### config.mk
export PLATFORM = sky130hd
export DESIGN_NAME = wb_select_pipe
export DESIGN_NICKNAME = d
export VERILOG_FILES = /design/src/rtl/wb_select_pipe.sv
export SDC_FILE = /design/constraint.sdc
export NUM_CORES = 1
export LEC_CHECK = 0
export BUFFER_PORTS_ARGS = -buffer_cell sky130_fd_sc_hd__buf_4
export CAP_MARGIN = 40
export CELL_PAD_IN_SITES_DETAIL_PLACEMENT = 1
export CELL_PAD_IN_SITES_GLOBAL_PLACEMENT = 2
export CORE_MARGIN = 2
export CORE_UTILIZATION = 29
export DETAILED_ROUTE_END_ITERATION = 7
export GPL_TIMING_DRIVEN = 0
export PLACE_DENSITY = 0.77
export SLEW_MARGIN = 40
export SYNTH_ARGS = -nofsm -noshare
export SYNTH_HDL_FRONTEND = slang
export SYNTH_SLANG_ARGS = --single-unit
### constraint.sdc
create_clock -name CLK -period 1.99 [get_ports CLK]
set_input_delay 0.398 -clock CLK [delete_from_list [all_inputs] [get_ports CLK]]
set_output_delay 0.398 -clock CLK [all_outputs]
set_load 0.005 [all_outputs]
### src/rtl/wb_select_pipe.sv
// Writeback-select stage: decodes each accepted instruction into one writeback source and
// holds the result in a 2-entry elastic buffer. Define WB_LINK_EN to enable JAL link writeback.
module wb_select_pipe #(
  parameter int unsigned WIDTH = 16,
  parameter int unsigned AW    = 3
) (
  input  logic             CLK,
  input  logic             RST,
  input  logic             in_valid,
  output logic             in_ready,
  input  logic [15:0]      ir,
  input  logic [WIDTH-1:0] d_alu,
  input  logic [WIDTH-1:0] d_mem,
  input  logic [WIDTH-1:0] pc_link,
  input  logic             flush,
  output logic             out_valid,
  input  logic             out_ready,
  output logic [WIDTH-1:0] out_data,
  output logic [AW-1:0]    out_dest,
  output logic             out_we,
  output logic [1:0]       out_kind
);

  typedef struct packed {
    logic [WIDTH-1:0] data;
    logic [AW-1:0]    dest;
    logic             we;
    logic [1:0]       kind;
  } entry_t;

  entry_t     head_q, head_d, tail_q, tail_d, dec;
  logic [1:0] count_q, count_d;
  logic       push, pop;
  logic [1:0] op;
  logic [7:0] fn;

  // Only some instruction bits feed the decode; fold the rest so none appear dangling.
  logic unused_ir;
  assign unused_ir = ^ir;

  assign op = ir[15:14];
  assign fn = ir[7:0];

  always_comb begin
    dec      = '0;
    dec.data = d_alu;
    dec.dest = ir[13 -: AW];
    dec.we   = 1'b1;
    dec.kind = 2'b00;
    if (op == 2'b00 && fn == 8'h01) begin
      dec.data = d_mem;
      dec.kind = 2'b01;
    end else if (op == 2'b11) begin
      dec.data = WIDTH'(fn);
      dec.kind = 2'b11;
    end else if (op == 2'b10) begin
      dec.we = 1'b0;
    end
`ifdef WB_LINK_EN
    else if (op == 2'b00 && fn == 8'h02) begin
      dec.data = pc_link;
      dec.kind = 2'b10;
    end
`endif
  end

`ifndef WB_LINK_EN
  logic unused_pc_link;
  assign unused_pc_link = ^pc_link;
`endif

  assign in_ready  = (count_q != 2'd2);
  assign out_valid = (count_q != 2'd0);
  assign push      = in_valid & in_ready & ~flush;
  assign pop       = out_valid & out_ready & ~flush;

  always_comb begin
    head_d  = head_q;
    tail_d  = tail_q;
    count_d = count_q;
    if (flush) begin
      count_d = 2'd0;
    end else begin
      case (count_q)
        2'd0: begin
          if (push) begin
            head_d  = dec;
            count_d = 2'd1;
          end
        end
        2'd1: begin
          if (push && pop) begin
            head_d = dec;
          end else if (push) begin
            tail_d  = dec;
            count_d = 2'd2;
          end else if (pop) begin
            count_d = 2'd0;
          end
        end
        2'd2: begin
          if (pop) begin
            head_d  = tail_q;
            count_d = 2'd1;
          end
        end
        default: count_d = 2'd0;
      endcase
    end
  end

  always_ff @(posedge CLK or posedge RST) begin
    if (RST) begin
      head_q  <= '0;
      tail_q  <= '0;
      count_q <= 2'd0;
    end else begin
      head_q  <= head_d;
      tail_q  <= tail_d;
      count_q <= count_d;
    end
  end

  assign out_data = head_q.data;
  assign out_dest = head_q.dest;
  assign out_we   = head_q.we;
  assign out_kind = head_q.kind;

endmodule

==> out/metrics.yaml, run 1 <==
outcome:
  status: "completed"
setup_path:
  critPathTopFamily: "buffers and inverters"
  cp-end-kind: "primary output"
  cpMaxStageDelayCell: "dfrtp_2"
  crit_buf_inv: 4
  required_ns: 1.59
  slowest_delay_ns: 0.45
  arrival_ns: 1.51
  path_cells: "nor2b_1, clkbuf_2, inv_2, buf_6, buf_4"
  critical_path.max_fanout: 10
  critical_path_class: "flip-flop to primary output"
  start_kind: "flip-flop"
placed_design:
  portBuffers: 72
  dp_cells: 434
  dp_hpwl_um: 6003
  pre_cts_ws_ns: -0.3552
  place.gp.congestion: 0.7822
synthesis:
  synth_edf_count: 0
  ys_seq_area_share_pct: 45.79
  synth_top_area_share_pct: 45.79
  syn_area_per_cell_um2: 9.819
  async_reset_ff_share_pct: 100.0
  synth_most_common_cell: "dfrtp_1"
  ys_ff_latch: 46
  synthCells: 256
  synth_warnings: 0
  yosys-top-cells-area: "dfrtp_1 46%, mux2_2 9.0%, o21ai_0 5.6%, nand2_1 4.8%, a31oi_1 3.5%"
  netlist.top_cell.by_area: "dfrtp_1"
  netlist_top_cells_count: "46 x dfrtp_1, 32 x nand2_1, 28 x o21ai_0"
  synthFlopType: "dfrtp_1"
  yosysUniqueCellTypes: 35
  syn-num-nets: 325
  synth.cell_area_um2: 2514
sta:
  fin_skew_ns: 0.003269
  min_period_ns: 1.908
  rsz0062_at_grt: "true"
  setup_viol: 0
  drv_slew: 0
  final_hold_viol_count: 0
  finalCritPeriodShare_pct: 95.90
  worst_pin_slew_ns: 0.5950
  layout_setup_ws_ns: 0.08162
  tns_ns: 0
  max_freq_ghz: 0.5240
  slew_headroom_pct: 60.33
global_routing:
  first_global_vias: 2410
  grt_pass1_wl_um: 13070
  grt_max_degree: 26
  grtUsageTotal_pct: 17.28
  antenna_found_initial: 0
  gr-total-overflow: 0
floorplan:
  core-area_um2: 8299
  initial_core_util_pct: 30.29
  std_cell_rows: 33
  die_area_um2: 9428
  die_x_um: 97.10
  die_y_um: 97.10
  num_io_pins: 93
cells_and_area:
  fillers: 978
  n_antenna_cell: 0
  nNetsFinal: 410
  stdcell_count: 446
  seq_area_um2: 1152
  multi_input_area_um2: 1284
  area_delta_synth_final_pct: 35.29
  drive_gt1_share_pct: 41.64
clock_network:
  clkLatencyLatePin_ns: 0.29
  max-clock-path-buffers: 2
  clk_pin_slew_worst_paths_ns: 0.08
  postCtsHoldBufs: 0
  htree_levels: 2
  clkSinkCount: 46
  cts_tree: "done"
  numCtsBuffers: 5
  clockRootBuffer: "clkbuf_8"
detailed_routing:
  drc: 0
  avgRoutedWirePerCell_um: 18.25
  viasPerCell: 5.119
  routed_wl_um: 8139
  drt_iter0_drc: 74
  ant_nets: 0
  vias: 2283
  firstDrtPassIters: 4
pwr:
  power_leakage_nw: 1.561
  ir_worst_vdd_uv: 258.5
  power_density_nw_per_um2: 765.0
run:
  maxCapViolations: 0
min_path:
  worst_hold_path_type: "input port to async pin"
-- layout by cell type (no fill, tap or decap), drive strengths merged --
cell type  synthesis  final
buf                7     85
dfrtp             46     46
nand2             32     32
o21ai             28     28
mux2              22     22
clkbuf            13     19
nor2              17     17
a31oi             14     14
nor3               9      9
a21bo              8      8
a211oi             8      8
o31ai              8      8
a21oi              8      8
a221o              6      6
mux2i              5      5
nand3              5      5
or3                3      3
nor2b              3      3
inv                3      3
nand2b             2      2
or2                2      2
o311ai             2      2
nor4               1      1
nor4b              1      1
and3b              1      1
and3               1      1
o2bb2a             1      1
bufinv             0      1
-- area by class of cell --
class                   count  area share [%]
clock inverters             1          0.8830
flip-flops and latches     46           33.89
well taps                 105           3.863
inverters                   3          0.4047
clock buffers               6           2.428
multi-input cells         187           37.75
plain buffers              20           3.201
repair buffers             78           17.59
-- repair_timing --
item	4_1_cts	5_1_grt
pin swaps	2	1
setup endpoints to repair	19	23
buffers inserted	3	2
resized for setup	8	8
-- sequential cells by signal (all words and copies together) (netlist names) --
name / cells
out_data: 16
tail_q: 22
count_q: 2
out_dest: 3
out_we: 1
out_kind: 2
-- metal layers --
| layer | routed length, um | global-route usage (%) |
|---|---|---|
| met5 | 0 | 0 |
| met4 | 94 | 4.334 |
| met3 | 359 | 3.597 |
| met2 | 3898 | 27.94 |
| met1 | 3787 | 23.70 |
-- logic make-up (layout without fill, tap and decap cells) --
family                 after synthesis  count (layout)  share of synthesized area, %
AOI/OAI and AO/OA                   83              83                         22.10
buffers and inverters               23             108                         4.131
DFF                                 46              46                         45.79
muxes                               27              27                         12.15
and+or+nand+nor                     77              77                         15.83
-- through the flow --
stage	hold slack, ns	utilization, %	total power, mW	instance area [um2]
after floorplan	0.4450	-	1.562	2514
after global placement	0.4586	38.38	1.872	3186
after detailed placement	0.3845	38.73	1.904	3214
after CTS	0.05894	40.51	2.631	3362
after global routing	0.06845	40.98	2.764	3401
final	0.05723	40.98	2.602	3401
-- report_power, final --
group | switching (mW) | internal (mW)
Sequential | 0.111 | 1.14
Combinational | 0.289 | 0.351
Clock | 0.310 | 0.402
-- worst paths after layout --
path	start	endpoint	slack, ns	cells past startpoint
max	count_q[1]$_DFFE_PP0P_	in_ready	0.08	5
min	RST	count_q[0]$_DFFE_PP0P_	0.06	2
max reg2reg	count_q[0]$_DFFE_PP0P_	out_data[7]$_DFFE_PP0P_	0.13	5
min reg2reg	tail_q[4]$_DFFE_PP0P_	tail_q[4]$_DFFE_PP0P_	0.48	2
max in group asynchronous	RST	out_data[0]$_DFFE_PP0P_	1.50	3
min in group CLK	out_ready	count_q[1]$_DFFE_PP0P_	0.29	2
Note: power is estimated with default switching activity, not from simulation.
==> inputs of run 2 (changes only) <==
Settings changed: ABC_AREA from default to 1, CORE_UTILIZATION 29 to 27, PLACE_DENSITY 0.77 to 0.76.
==> run 2 against run 1 <==
Wire length increased by 2.3%; combinational power increased by 64%; non-clock buffer count decreased by 9; worst setup slack improved by 0.22 ns; utilization decreased by 4.4 points; critical endpoint unchanged; highest routed layer unchanged.
==> out/metrics.yaml, run 2 <==
outcome:
  status: "completed"
setup_path:
  start_kind: "flip-flop"
  critical_path.max_fanout: 19  # +9
  crit_buf_inv: 3  # -1
  cp-end-kind: "primary output"
  slowest_delay_ns: 0.45  # about the same
  critical_path_class: "flip-flop to primary output"
  arrival_ns: 1.29  # -0.22 ns
  critPathTopFamily: "flip-flops"
  cpMaxStageDelayCell: "dfrtp_1"
  path_cells: "inv_2, nand2_2, buf_6, buf_4"
  required_ns: 1.59  # about the same
detailed_routing:
  firstDrtPassIters: 4  # unchanged
  avgRoutedWirePerCell_um: 14.47  # -21%
  drc: 0  # unchanged
  viasPerCell: 4.461  # -13%
  vias: 2565  # +12%
  routed_wl_um: 8323  # +2.3%
  ant_nets: 0  # unchanged
  drt_iter0_drc: 64  # -14%
pwr:
  power_density_nw_per_um2: 890.5  # +16%
  power_leakage_nw: 1.969  # +26%
  ir_worst_vdd_uv: 276.9  # +7.1%
sta:
  max_freq_ghz: 0.5933  # +13%
  final_hold_viol_count: 0  # unchanged
  worst_pin_slew_ns: 0.3634  # -0.2316 ns
  slew_headroom_pct: 75.52  # +15 points
  timing.hold.ws_ns: 0.0008895  # -0.05634 ns
  setup_viol: 0  # unchanged
  drv_slew: 0  # unchanged
  min_period_ns: 1.685  # -0.2230 ns
  finalCritPeriodShare_pct: 84.69  # -11 points
  rsz0062_at_grt: "false"
  fin_skew_ns: 0.008219  # +0.004950 ns
  layout_setup_ws_ns: 0.3046  # +0.2230 ns
cells_and_area:
  largest-register: "tail_q"
  n_antenna_cell: 0  # unchanged
  layout_commonest_cell: "nand2_1"
  area_delta_synth_final_pct: 30.84
  final_cell_mix: "142 x nand2_1, 78 x buf_4, 46 x dfrtp_1"
  fillers: 1280  # +31%
  nNetsFinal: 510  # +24%
  drive_gt1_share_pct: 33.71  # -7.9 points
  utilization_pct: 36.54  # -4.4 points
  largest_reg_flops: 22  # unchanged
global_routing:
  grt_pass1_wl_um: 14090  # +7.8%
  gr-total-overflow: 0  # unchanged
  grtUsageTotal_pct: 15.94  # -1.3 points
  grt_max_degree: 32  # +23%
  antenna_found_initial: 0  # unchanged
  first_global_vias: 2697  # +12%
floorplan:
  num_io_pins: 93  # unchanged
  core-area_um2: 9819  # +18%
  die_area_um2: 10980  # +16%
  initial_core_util_pct: 27.93  # -2.4 points
  die_x_um: 104.8  # +7.9%
  die_y_um: 104.8  # +7.9%
  std_cell_rows: 36  # +9.1%
synthesis:
  ys_ff_latch: 46  # unchanged
  synth_warnings: 0  # unchanged
  netlist.top_cell.by_area: "dfrtp_1"
  netlist_top_cells_count: "142 x nand2_1, 46 x dfrtp_1, 36 x nand3_1"
  yosysUniqueCellTypes: 25  # -29%
  async_reset_ff_share_pct: 100.0  # unchanged
  synth_most_common_cell: "nand2_1"
  synth.cell_area_um2: 2743  # +9.1%
  yosys-top-cells-area: "dfrtp_1 42%, nand2_1 19%, nand3_1 6.6%, o21ai_2 4.2%, inv_1 4.0%"
  syn-num-nets: 430  # +32%
  ys_seq_area_share_pct: 41.97  # -3.8 points
  syn_area_per_cell_um2: 7.597  # -23%
  synth_top_area_share_pct: 41.97  # -3.8 points
  synthFlopType: "dfrtp_1"
  synth_edf_count: 0  # unchanged
  synthCells: 361  # +41%
placed_design:
  pre_cts_ws_ns: 0.2707  # +0.6258 ns
  portBuffers: 73  # +1.4%
  dp_hpwl_um: 6365  # +6.0%
  place.gp.congestion: 0.7972  # +1.9%
clock_network:
  htree_levels: 2  # unchanged
  clk_pin_slew_worst_paths_ns: 0.10  # +0.02 ns
  clkSinkCount: 46  # unchanged
  cts_tree: "done"
  post_cts_buffers: 0  # -3
  clkLatencyLatePin_ns: 0.31  # +0.02 ns
  max-clock-path-buffers: 2  # unchanged
  numCtsBuffers: 5  # unchanged
  clockRootBuffer: "clkbuf_8"
min_path:
  worst_hold_path_type: "input port to async pin"
run:
  maxCapViolations: 0  # unchanged
-- run 2: changes by cell type after synthesis, sizes merged, moves of 9 or more --
cell,before,now
clkbuf,13,0
nand2,32,155
a31oi,14,0
mux2,22,0
buf,7,16
inv,3,37
nand3,5,37
-- run 2: worst paths after layout --
| kind | end | startpoint | slack, ns | depth (start not counted) |
|---|---|---|---|---|
| min | out_kind[1]$_DFFE_PP0P_ | RST | 0.0009 | 2 |
| max reg2reg | tail_q[12]$_DFFE_PP0P_ | count_q[0]$_DFFE_PP0P_ | 0.58 | 7 |
| min reg2reg | tail_q[4]$_DFFE_PP0P_ | tail_q[4]$_DFFE_PP0P_ | 0.48 | 2 |
| min in group CLK | tail_q[5]$_DFFE_PP0P_ | ir[13] | 0.29 | 3 |
| max | in_ready | count_q[0]$_DFFE_PP0P_ | 0.30 | 4 |
| max in group asynchronous | tail_q[0]$_DFFE_PP0P_ | RST | 1.54 | 3 |
-- run 2: kinds of logic (layout without fill, tap and decap cells) --
kind of cell | after synthesis | count (layout) | share of synthesized area [%]
mux | 3 | 3 | 1.095
compound gates | 45 | 45 | 11.91
buf+inv | 53 | 134 | 10.49
flops | 46 | 46 | 41.97
simple gates | 214 | 214 | 34.53
-- run 2: layout make-up --
class | count | area, um2 | share of cell area, %
buffer | 15 | 141.4 | 3.940
clock buffer | 5 | 68.82 | 1.918
clock inverter | 3 | 45.04 | 1.255
inverter | 37 | 143.9 | 4.010
multi-input combinational | 262 | 1304 | 36.33
sequential | 46 | 1151 | 32.08
tap | 133 | 166.4 | 4.637
timing repair buffer | 74 | 568.0 | 15.83
-- run 2: report_power, final --
| group | leakage, nW | internal, mW | switching (mW) |
|---|---|---|---|
| clock network | 0.0504 | 0.374 | 0.364 |
| logic | 1.34 | 0.519 | 0.532 |
| registers | 0.577 | 1.26 | 0.150 |
| total | 1.97 | 2.15 | 1.05 |
-- run 2: stage by stage --
stage                     std cells  cell area [um2]  TNS (ns)  total power [mW]
final                           575             3588         0             3.195
after global routing            575             3588         0             3.428
after CTS                       576             3593         0             3.244
after detailed placement        568             3480         0             2.499
after global placement          567             3457    -14.79             2.452
after floorplan                 361             2743         0             2.008
-- run 2: timing repair --
item | 4_1_cts | 5_1_grt
hold buffers | 0 | 0
resized for setup | 0 | 0
endpoints found under the setup margin | 0 | 1
-- run 2: routing by layer --
metal / global-route usage [%] / vias to the layer above / part of all wire, %
li1: - / 1284 / -
met1: 21.54 / 1222 / 49
met2: 25.83 / 54 / 46
met3: 3.993 / 5 / 5.1
met4: 3.333 / 0 / 0.76
met5: 0 / - / 0
